$ cat config.mk
export PLATFORM = sky130hd
export DESIGN_NAME = i2s_receiver_flat
export DESIGN_NICKNAME = d
export VERILOG_FILES = /design/src/rtl/fm_synth_pkg.sv /design/src/rtl/i2s_receiver_if.sv /design/src/rtl/i2s_rx_sync.sv /design/src/rtl/i2s_receiver.sv /design/src/flat_wrapper.sv
export SDC_FILE = /design/constraint.sdc
export NUM_CORES = 1
export LEC_CHECK = 0
export ABC_AREA = 1
export BUFFER_PORTS_ARGS = -buffer_cell sky130_fd_sc_hd__buf_2
export CAP_MARGIN = 20
export CELL_PAD_IN_SITES_DETAIL_PLACEMENT = 0
export CELL_PAD_IN_SITES_GLOBAL_PLACEMENT = 1
export CORE_MARGIN = 3
export CORE_UTILIZATION = 44
export DETAILED_ROUTE_END_ITERATION = 8
export PLACE_DENSITY = 0.88
export SYNTH_ARGS = -nofsm -noshare
export SYNTH_HDL_FRONTEND = slang
export SYNTH_SLANG_ARGS = --single-unit
$ cat constraint.sdc
create_clock -name clk -period 3.95 [get_ports clk]
set_clock_uncertainty 0.2 [all_clocks]
set_input_delay 0.395 -clock clk [delete_from_list [all_inputs] [get_ports clk]]
set_output_delay 0.395 -clock clk [all_outputs]
set_load 0.05 [all_outputs]
$ cat src/rtl/fm_synth_pkg.sv
// Shared synth definitions: I2S channel encoding, DAC word width, receiver FSM states.
package fm_synth_pkg;

  localparam logic I2S_LEFT     = 1'b0;
  localparam logic I2S_RIGHT    = 1'b1;
  localparam int   NUM_BITS_DAC = 24;

  typedef enum logic {
    IDLE = 1'b0,
    RUN  = 1'b1
  } state_e;

endpackage : fm_synth_pkg

$ cat src/rtl/i2s_receiver_if.sv
// I2S receive bundle: raw async I2S pins in, parallel word stream out.
// The master side is the receiver; the slave side is the I2S source / word consumer.
interface i2s_receiver_if
  import fm_synth_pkg::*;
#(
  parameter int NUM_BITS = NUM_BITS_DAC
);

  logic                s_clk;
  logic                word_select;
  logic                serial_data;
  logic [NUM_BITS-1:0] word_out;
  logic                word_chan;
  logic                word_valid;
  logic                frame_err;
  logic                locked;

  modport master (
    input  s_clk, word_select, serial_data,
    output word_out, word_chan, word_valid, frame_err, locked
  );

  modport slave (
    output s_clk, word_select, serial_data,
    input  word_out, word_chan, word_valid, frame_err, locked
  );

endinterface : i2s_receiver_if

$ cat src/rtl/i2s_rx_sync.sv
// Input synchroniser for the three async I2S pins plus the SCK rising-edge detector.
// rise, ws_s and sd_s are registered together so WS/SD are the values present at the SCK edge.
module i2s_rx_sync #(
  parameter int SYNC_STAGES = 2
) (
  input  logic clk,
  input  logic rst,
  input  logic s_clk,
  input  logic word_select,
  input  logic serial_data,
  output logic rise,
  output logic ws_s,
  output logic sd_s
);

  logic [SYNC_STAGES-1:0] sck_sync_q, sck_sync_d;
  logic [SYNC_STAGES-1:0] ws_sync_q,  ws_sync_d;
  logic [SYNC_STAGES-1:0] sd_sync_q,  sd_sync_d;
  logic                   s_clk_d_q,  s_clk_d_d;
  logic                   rise_q,     rise_d;
  logic                   ws_q,       ws_d;
  logic                   sd_q,       sd_d;

  // Shift each pin one stage along its synchroniser chain and detect the SCK rise.
  always_comb begin
    sck_sync_d = {sck_sync_q[SYNC_STAGES-2:0], s_clk};
    ws_sync_d  = {ws_sync_q[SYNC_STAGES-2:0],  word_select};
    sd_sync_d  = {sd_sync_q[SYNC_STAGES-2:0],  serial_data};
    s_clk_d_d  = sck_sync_q[SYNC_STAGES-1];
    rise_d     = sck_sync_q[SYNC_STAGES-1] & ~s_clk_d_q;
    ws_d       = ws_sync_q[SYNC_STAGES-1];
    sd_d       = sd_sync_q[SYNC_STAGES-1];
  end

  // Synchroniser and edge-detect registers.
  // NOTE: sequential state uses non-blocking assignments so every flop samples pre-edge values.
  always_ff @(posedge clk or posedge rst) begin
    if (rst) begin
      sck_sync_q <= '0;
      ws_sync_q  <= '0;
      sd_sync_q  <= '0;
      s_clk_d_q  <= 1'b0;
      rise_q     <= 1'b0;
      ws_q       <= 1'b0;
      sd_q       <= 1'b0;
    end else begin
      sck_sync_q <= sck_sync_d;
      ws_sync_q  <= ws_sync_d;
      sd_sync_q  <= sd_sync_d;
      s_clk_d_q  <= s_clk_d_d;
      rise_q     <= rise_d;
      ws_q       <= ws_d;
      sd_q       <= sd_d;
    end
  end

  assign rise = rise_q;
  assign ws_s = ws_q;
  assign sd_s = sd_q;

endmodule : i2s_rx_sync

$ cat src/rtl/i2s_receiver.sv
// I2S receiver: oversamples an async I2S stream and delivers one MSB-aligned word per slot.
// A WS change marks the LSB of the slot that is ending; short slots are zero-padded,
// long slots are truncated, and both are flagged with frame_err.
module i2s_receiver
  import fm_synth_pkg::*;
#(
  parameter int NUM_BITS    = NUM_BITS_DAC,
  parameter int SYNC_STAGES = 2,
  parameter int CNT_BITS    = 6
) (
  input  logic           clk,
  input  logic           rst,
  i2s_receiver_if.master bus
);

  localparam logic [CNT_BITS-1:0] NB_CNT  = CNT_BITS'(NUM_BITS);
  localparam logic [CNT_BITS-1:0] CNT_MAX = {CNT_BITS{1'b1}};

  logic rise, ws_s, sd_s;

  i2s_rx_sync #(
    .SYNC_STAGES(SYNC_STAGES)
  ) u_sync (
    .clk         (clk),
    .rst         (rst),
    .s_clk       (bus.s_clk),
    .word_select (bus.word_select),
    .serial_data (bus.serial_data),
    .rise        (rise),
    .ws_s        (ws_s),
    .sd_s        (sd_s)
  );

  state_e              state_q, state_d;
  logic [NUM_BITS-1:0] shift_q, shift_d;
  logic [CNT_BITS-1:0] bit_cnt_q, bit_cnt_d;
  logic                ws_prev_q, ws_prev_d;
  logic [NUM_BITS-1:0] word_q, word_d;
  logic                chan_q, chan_d;
  logic                valid_q, valid_d;
  logic                err_q, err_d;
  logic                locked_q, locked_d;

  logic [CNT_BITS-1:0] n_bits;
  logic [CNT_BITS-1:0] pad_shamt;
  logic [NUM_BITS-1:0] shift_next;
  logic                slot_end;

  // Count and capture the bit arriving on this rise; a slot ends on a rise with a WS change.
  always_comb begin
    n_bits     = (bit_cnt_q == CNT_MAX) ? CNT_MAX : bit_cnt_q + CNT_BITS'(1);
    pad_shamt  = NB_CNT - n_bits;
    shift_next = (bit_cnt_q < NB_CNT) ? {shift_q[NUM_BITS-2:0], sd_s} : shift_q;
    slot_end   = rise & (ws_s != ws_prev_q);
  end

  // FSM state register.
  always_ff @(posedge clk or posedge rst) begin
    if (rst) state_q <= IDLE;
    else     state_q <= state_d;
  end

  // FSM next state: the first slot end after reset only aligns us; from then on we run.
  always_comb begin
    state_d = state_q;
    if (slot_end && state_q == IDLE) state_d = RUN;
  end

  // FSM outputs and datapath: shift in bits, and in RUN emit the finished word at each slot end.
  // NOTE: every signal gets a default first so no path leaves it unassigned and no latch is inferred.
  always_comb begin
    shift_d   = shift_q;
    bit_cnt_d = bit_cnt_q;
    ws_prev_d = ws_prev_q;
    word_d    = word_q;
    chan_d    = chan_q;
    err_d     = err_q;
    valid_d   = 1'b0;
    locked_d  = locked_q;
    if (rise) begin
      shift_d   = shift_next;
      bit_cnt_d = n_bits;
      ws_prev_d = ws_s;
      if (slot_end) begin
        shift_d   = '0;
        bit_cnt_d = '0;
        if (state_q == RUN) begin
          word_d   = (n_bits >= NB_CNT) ? shift_next : (shift_next << pad_shamt);
          chan_d   = ws_prev_q;
          err_d    = (n_bits != NB_CNT);
          valid_d  = 1'b1;
          locked_d = 1'b1;
        end
      end
    end
  end

  // Datapath and output registers.
  // NOTE: the shift register is reset too so a word cut short by rst can never leak into the next slot.
  always_ff @(posedge clk or posedge rst) begin
    if (rst) begin
      shift_q   <= '0;
      bit_cnt_q <= '0;
      ws_prev_q <= I2S_LEFT;
      word_q    <= '0;
      chan_q    <= I2S_LEFT;
      valid_q   <= 1'b0;
      err_q     <= 1'b0;
      locked_q  <= 1'b0;
    end else begin
      shift_q   <= shift_d;
      bit_cnt_q <= bit_cnt_d;
      ws_prev_q <= ws_prev_d;
      word_q    <= word_d;
      chan_q    <= chan_d;
      valid_q   <= valid_d;
      err_q     <= err_d;
      locked_q  <= locked_d;
    end
  end

  assign bus.word_out   = word_q;
  assign bus.word_chan  = chan_q;
  assign bus.word_valid = valid_q;
  assign bus.frame_err  = err_q;
  assign bus.locked     = locked_q;

endmodule : i2s_receiver

$ cat src/flat_wrapper.sv
// flat-port wrapper written by rule: the top's interface ports become plain ports
module i2s_receiver_flat import fm_synth_pkg::*;
#(
  parameter int NUM_BITS    = NUM_BITS_DAC,
  parameter int SYNC_STAGES = 2,
  parameter int CNT_BITS    = 6
)
  (clk, rst, bus_s_clk, bus_word_select, bus_serial_data, bus_word_out, bus_word_chan, bus_word_valid, bus_frame_err, bus_locked);
  i2s_receiver_if #(.NUM_BITS(NUM_BITS)) bus_i ();
  input  logic clk;
  input  logic rst;
  input wire logic [$bits(bus_i.s_clk)-1:0] bus_s_clk;
  input wire logic [$bits(bus_i.word_select)-1:0] bus_word_select;
  input wire logic [$bits(bus_i.serial_data)-1:0] bus_serial_data;
  output wire logic [$bits(bus_i.word_out)-1:0] bus_word_out;
  output wire logic [$bits(bus_i.word_chan)-1:0] bus_word_chan;
  output wire logic [$bits(bus_i.word_valid)-1:0] bus_word_valid;
  output wire logic [$bits(bus_i.frame_err)-1:0] bus_frame_err;
  output wire logic [$bits(bus_i.locked)-1:0] bus_locked;
  assign bus_i.s_clk = bus_s_clk;
  assign bus_i.word_select = bus_word_select;
  assign bus_i.serial_data = bus_serial_data;
  assign bus_word_out = bus_i.word_out;
  assign bus_word_chan = bus_i.word_chan;
  assign bus_word_valid = bus_i.word_valid;
  assign bus_frame_err = bus_i.frame_err;
  assign bus_locked = bus_i.locked;
  i2s_receiver #(.NUM_BITS(NUM_BITS), .SYNC_STAGES(SYNC_STAGES), .CNT_BITS(CNT_BITS)) u_core (.clk(clk), .rst(rst), .bus(bus_i));
endmodule
Yosys cells after proc, flatten, opt, wreduce, memory -nomap -nowiden
Cells that the tools add are included.
{"block": "op_classes", "bitwise_logic": 4, "mux": 8, "shifts": 1, "n_reduce_logical": 2, "order_cmp": 2, "addsub": 2, "eq_ne": 3}
{"operator": "two-way mux 24 bit", "n": 3}
{"operator": "<< shifter 24 x 6 -> 24 bit", "n": 1}
{"operator": "two-way mux 6 bit", "n": 2}
{"operator": "adder 6 x 1 -> 6 bit, second input constant", "n": 1}
{"operator": "equality test 6 bit, second input constant", "n": 1}
{"operator": ">= comparator 6 x 5 -> 1 bit, second input constant", "n": 1}
{"operator": "< comparator 6 x 5 -> 1 bit, second input constant", "n": 1}
{"operator": "inequality test 6 x 5 -> 1 bit, second input constant", "n": 1}
{"operator": "subtractor 5 x 6 -> 6 bit, first input constant", "n": 1}
{"operator": "two-way mux 1 bit", "n": 3}
{"operator": "AND reduction 3 bit", "n": 1}
{"operator": "bitwise AND 1 bit", "n": 2}
{"operator": "NOT 1 bit", "n": 2}
{"operator": "logical AND 1 bit", "n": 1}
{"operator": "inequality test 1 bit", "n": 1}
{"block": "totals", "regBits": 70, "output_inout_bits": 28, "inputBits": 5, "elab_cells": 38}

Longest topological paths before layout
{"block": "logic_depth", "ltp_word": 5, "depth_mapped": 17, "mapped_depth_nobuf": 14}

Cells and area by module
From an unflattened synthesis, not the netlist that was laid out.
{"block": "unflattened", "hier_cells": 659, "area_unflattened_um2": 4648.2}
{"module": "i2s_receiver", "seq_area_each_um2": 1501.4, "cells_per_inst": 646, "instances": 1, "area_per_inst_um2": 4384.2}
{"module": "i2s_rx_sync", "seq_area_each_um2": 250.2, "cells_per_inst": 13, "instances": 1, "area_per_inst_um2": 264.0}

Worst setup path before layout
OpenSTA, ideal clock, no wires.
{"block": "synth_timing", "path_kind": "reg2reg", "startpoint": "register u_core.bit_cnt_q[0]", "endpoint": "register u_core.word_q[23], in the netlist u_core.bus.word_out[23]", "required_time_ns": 3.673, "n_path_buf": 3, "setup_ns": 0.077, "arrival_time_ns": 2.587, "slack_ns": 1.086, "period_less_slack_ns": 2.864, "stages_incl_launch_ff": 16, "path_cell_list": "dfrtp_1 ha_1 nand2_2 nor2_4 nor2_2 buf_2 ha_1 clkbuf_1 clkinv_1 buf_1 nand3_1 nand3_1 nand3_1 a21oi_1 nand2_1 a21oi_1"}
{"block": "synth_between", "elab_chain_len": 5, "elab_cells_between_ends": 9, "classes_between": "add/sub (2); order compare (2); eq/ne (1); shift (1); mux (3)"}
{"item": "start: declaration", "line_no": "i2s_receiver.sv:36", "text": "logic [CNT_BITS-1:0] bit_cnt_q, bit_cnt_d;"}
{"item": "start signal: assignment", "line_no": "i2s_receiver.sv:112", "text": "bit_cnt_q <= bit_cnt_d;"}
{"item": "adder 6 x 1 -> 6 bit or equality test 6 bit (tied branches)", "line_no": "i2s_receiver.sv:51", "text": "n_bits = (bit_cnt_q == CNT_MAX) ? CNT_MAX : bit_cnt_q + CNT_BITS'(1);"}
{"item": "two-way mux 6 bit", "line_no": "i2s_receiver.sv:51"}
{"item": "subtractor 5 x 6 -> 6 bit", "line_no": "i2s_receiver.sv:52", "text": "pad_shamt = NB_CNT - n_bits;"}
{"item": "<< shifter 24 x 6 -> 24 bit", "line_no": "i2s_receiver.sv:88", "text": "word_d = (n_bits >= NB_CNT) ? shift_next : (shift_next << pad_shamt);"}
{"item": "two-way mux 24 bit *", "line_no": "i2s_receiver.sv:88"}
{"item": "end signal: assignment", "line_no": "i2s_receiver.sv:114", "text": "word_q <= word_d;"}
{"item": "end: declaration", "line_no": "i2s_receiver.sv:38", "text": "logic [NUM_BITS-1:0] word_q, word_d;"}
Mark *: on every way between the ends. The rest lies on a longest branch, timed or not.
A chain may end at the register's enable or synchronous reset.

Worst setup path in the final report
{"block": "layout_timing", "startpoint": "register u_core.bit_cnt_q[0]", "endpoint": "register u_core.word_q[21], in the netlist u_core.bus.word_out[21]"}
The elaborated chain is that of the path after synthesis.

==> summary.md <==
| Metric | Value |
|---|---|
| Outcome | finished, final reports clean |
| Num CTS Buffers | 9 |
| Total negative setup slack | 0 ns |
| H-tree Lvls | 3 |
| Starting density of the core | 0.4588 |
| DR iter-0 viols | 316 |
| Startpoint types | flip-flop |
| Clk_lat worst skew | 0.35 ns |
| Crit path max fanout | 26 |
| Die height | 107.7 µm |
| Mapped Area | 4547 µm² |
| Leakage dissipation | 2.396 nW |
| Fin. Hold Viols | 0 |
| Sequential area share after synthesis | 0.3853 |
| Clock Tree Root | clkbuf_8 |
| Die area | 11590 µm² |
| VDD IR max | 0.0003227 V |
| Crit path largest cell delay | 0.44 ns |
| Multi-input logic area | 2389 µm² |
| Antenna violations before repair | 0 |
| Chip width | 107.7 µm |
| Core area | 9910 µm² |
| Post-synth EDFFs | 0 |
| DPL Wire Length | 9626 µm |
| Sw Pwr | 1.623 mW |
| N_diodes | 0 |
| Slew Viols, Final | 0 |
| Power density cells | 642.4 nW/µm² |
| CP endpoint kind | flip-flop |
| Fin crit period | 3.103 ns |
| # IOs | 33 |
| Drt total wl | 13550 µm |
| PortBufs | 32 |
| Yosys Warn Count | 0 |
| Share of layout cells above drive strength 1 | 0.1433 |
| Residual DRC | 0 |
| Total gr overflow | 0 |
| Syn Inst Count | 645 |
| Main synth FF type | dfrtp_1 |
| Seq. cell area | 1752 µm² |
| TritonCTS clock tree | done |
| Fin nets | 672 |
| Crit path cell chain | ha_1, nand2_2, nor2_4, nor2_1, ha_1, nand3b_1, nand2_2, inv_2, o21ai_2, nand3_1, a21oi_1, nand2_1, a21boi_1 |
| Number of synthesized register bits | 70 |
| Critical path required time | 4.03 ns |
| Cell taking the most area after synthesis | dfrtp_1 |
| Per-cell routed wire length | 16.87 µm |
| Most common cell after layout, fill and taps aside | nand2_1 |
| Most frequent cells in the layout | nand2_1, nand3_1, dfrtp_1, inv_1, buf_2 |
| Sequential power share | 0.274 |
| Unrepaired setup endpoints after global routing | no |
| # clock sinks | 70 |
| Ratio of final minimum period to clock period | 0.7855 |
| Max-slew headroom | 0.2929 |
| Mapped Nets | 652 |
| Worst-path clk slew | 0.10 ns |
| Total power draw | 3.191 mW |
| Slowest CP cell | nand2_2 |
| Actual slew at the worst max-slew pin | 1.060 ns |
| First-pass GRT wire length | 21910 µm |
| Pin count of the biggest net entering global routing | 48 |
| Async set-reset flop share out of synthesis | 1.000 |
| Kind of critical path | flip-flop to flip-flop |
| Final number of setup-violating endpoints | 0 |
| Clock Path Buffers | 2 |
| GR Util All Layers | 0.2415 |
| Yosys top cell area share | 0.3853 |
| DRT Pass-1 Iters | 5 |
| Number of vias per cell | 5.560 |
| RePlAce Congestion | 0.9252 |
| Arrival @ worst endpoint | 3.18 ns |
| Clock Power Share | 0.187 |
| Routed Antenna Nets | 0 |
| Cell variety after synth | 36 |
| Area growth syn-to-layout | 9.246% |
| Worst hold path type | flip-flop to flip-flop |
| Largest cells by area after synthesis | dfrtp_1, nand2_1, nand3_1 |
| Max Clk Rate | 322.3 MHz |
| Sw Share | 0.5087 |
| Pint | 1.568 mW |
| Maxcap violations | 0 |
| Fill cells | 1046 |
| Hold slack | 0.1561 ns |
| Comb power frac | 0.539 |
| Vias in the first global route | 4246 |
| Row cnt | 36 |
| Syn avg cell area | 7.049 µm² |
| Vias | 4465 |
-- metrics by stage --
step	worst slack, ns	instances	area, µm²	util
global placement	1.079	782	4715	0.4758
finish	0.8471	803	4967	0.5013
floorplan	1.086	645	4547	-
detailed placement	0.9668	782	4715	0.4758
CTS	0.9259	801	4937	0.4982
global route	0.6697	803	4967	0.5013
-- worst max-delay path, delay by kind of cell, from the launching register on --
family | cells | cell delay [ns]
AND/OR/NAND/NOR | 7 | 1.22
AO/OA/AOI/OAI | 3 | 0.48
adder cells (fa/ha/maj) | 2 | 0.42
flip-flops | 1 | 0.41
buffers and inverters | 1 | 0.30
-- registers in the layout (all words and copies together), names as in the netlist, 2 cells and up --
signal,cells
u_core.bus.word_out,24
u_core.shift_q,24
u_core.bit_cnt_q,6
u_core.u_sync.sck_sync_q,2
u_core.u_sync.sd_sync_q,2
u_core.u_sync.ws_sync_q,2
-- final timing paths --
| kind | depth (start not counted) | slack, ns | startpoint | to |
|---|---|---|---|---|
| min | 0 | 0.16 | u_core.u_sync.ws_sync_q[1]$_DFF_PP0_ | u_core.u_sync.ws_s$_DFF_PP0_ |
| max | 13 | 0.85 | u_core.bit_cnt_q[0]$_DFFE_PP0P_ | u_core.bus.word_out[21]$_DFFE_PP0P_ |
| min in group asynchronous | 3 | 0.29 | rst | u_core.u_sync.sd_sync_q[0]$_DFF_PP0_ |
| min reg2reg | 0 | 0.16 | u_core.u_sync.ws_sync_q[1]$_DFF_PP0_ | u_core.u_sync.ws_s$_DFF_PP0_ |
| max reg2reg | 13 | 0.85 | u_core.bit_cnt_q[0]$_DFFE_PP0P_ | u_core.bus.word_out[21]$_DFFE_PP0P_ |
| max in group asynchronous | 4 | 2.67 | rst | u_core.shift_q[20]$_DFFE_PP0P_ |
-- repair_timing --
item / in CTS / in global routing
hold buffers: 3 / 1
resized for setup: 0 / 0
hold endpoints to repair: 3 / 8
setup buffers: 0 / 0
-- logic make-up after synthesis --
logic type | count (synthesis) | share of synthesized area
AOI/OAI and AO/OA | 96 | 0.1329
and+or+nand+nor | 390 | 0.3814
xor gates and xnor gates | 2 | 0.005505
buffers and inverters | 85 | 0.08944
DFF | 70 | 0.3853
adders and majority gates | 2 | 0.005503
-- layer usage --
layer | GRT usage | vias to the layer above | wire, µm | share of wire
met5 | 0 | - | 0 | 0
met4 | 0.07845 | 0 | 359 | 0.027
met3 | 0.03479 | 24 | 597 | 0.044
met2 | 0.3952 | 133 | 6337 | 0.47
met1 | 0.3293 | 2111 | 6252 | 0.46
li1 | - | 2197 | - | -
-- synth_stat cells (2+ instances only) --
master       n
nor2_1      22
nand2_4      2
or2_2       10
dfrtp_1     70
o21ai_2      2
clkinv_1     3
nand2_2      7
ha_1         2
o22a_1       2
a21boi_1     7
a31oi_1      2
o21ai_0     23
nand3_1    125
nand3b_1     2
nor3_1       2
clkbuf_1     8
nand4_1      8
a2bb2oi_1   11
buf_2       13
inv_1       38
buf_4        5
nand2_1    207
a21oi_1     24
o22ai_1     21
nor2_2       2
inv_2        7
buf_1        4
nor2_4       2
buf_6        7
-- power groups by stage --
stage	Sequential (mW)	Combinational, mW	Clock (mW)
after detailed placement	0.891	1.68	0
after global routing	0.891	1.87	0.638
after global placement	0.884	1.69	0
after CTS	0.876	1.69	0.610
after floorplan	1.20	1.02	0
final	0.875	1.72	0.596
-- area by class of cell --
cell class / instances / share of cell area
clock buffers: 9 / 0.02494
well taps: 133 / 0.03350
multi-input cells: 490 / 0.4809
clock inverters: 7 / 0.01385
flip-flops and latches: 70 / 0.3526
inverters: 48 / 0.03627
repair buffers: 46 / 0.05793
Power figures use the tool's default switching activity.
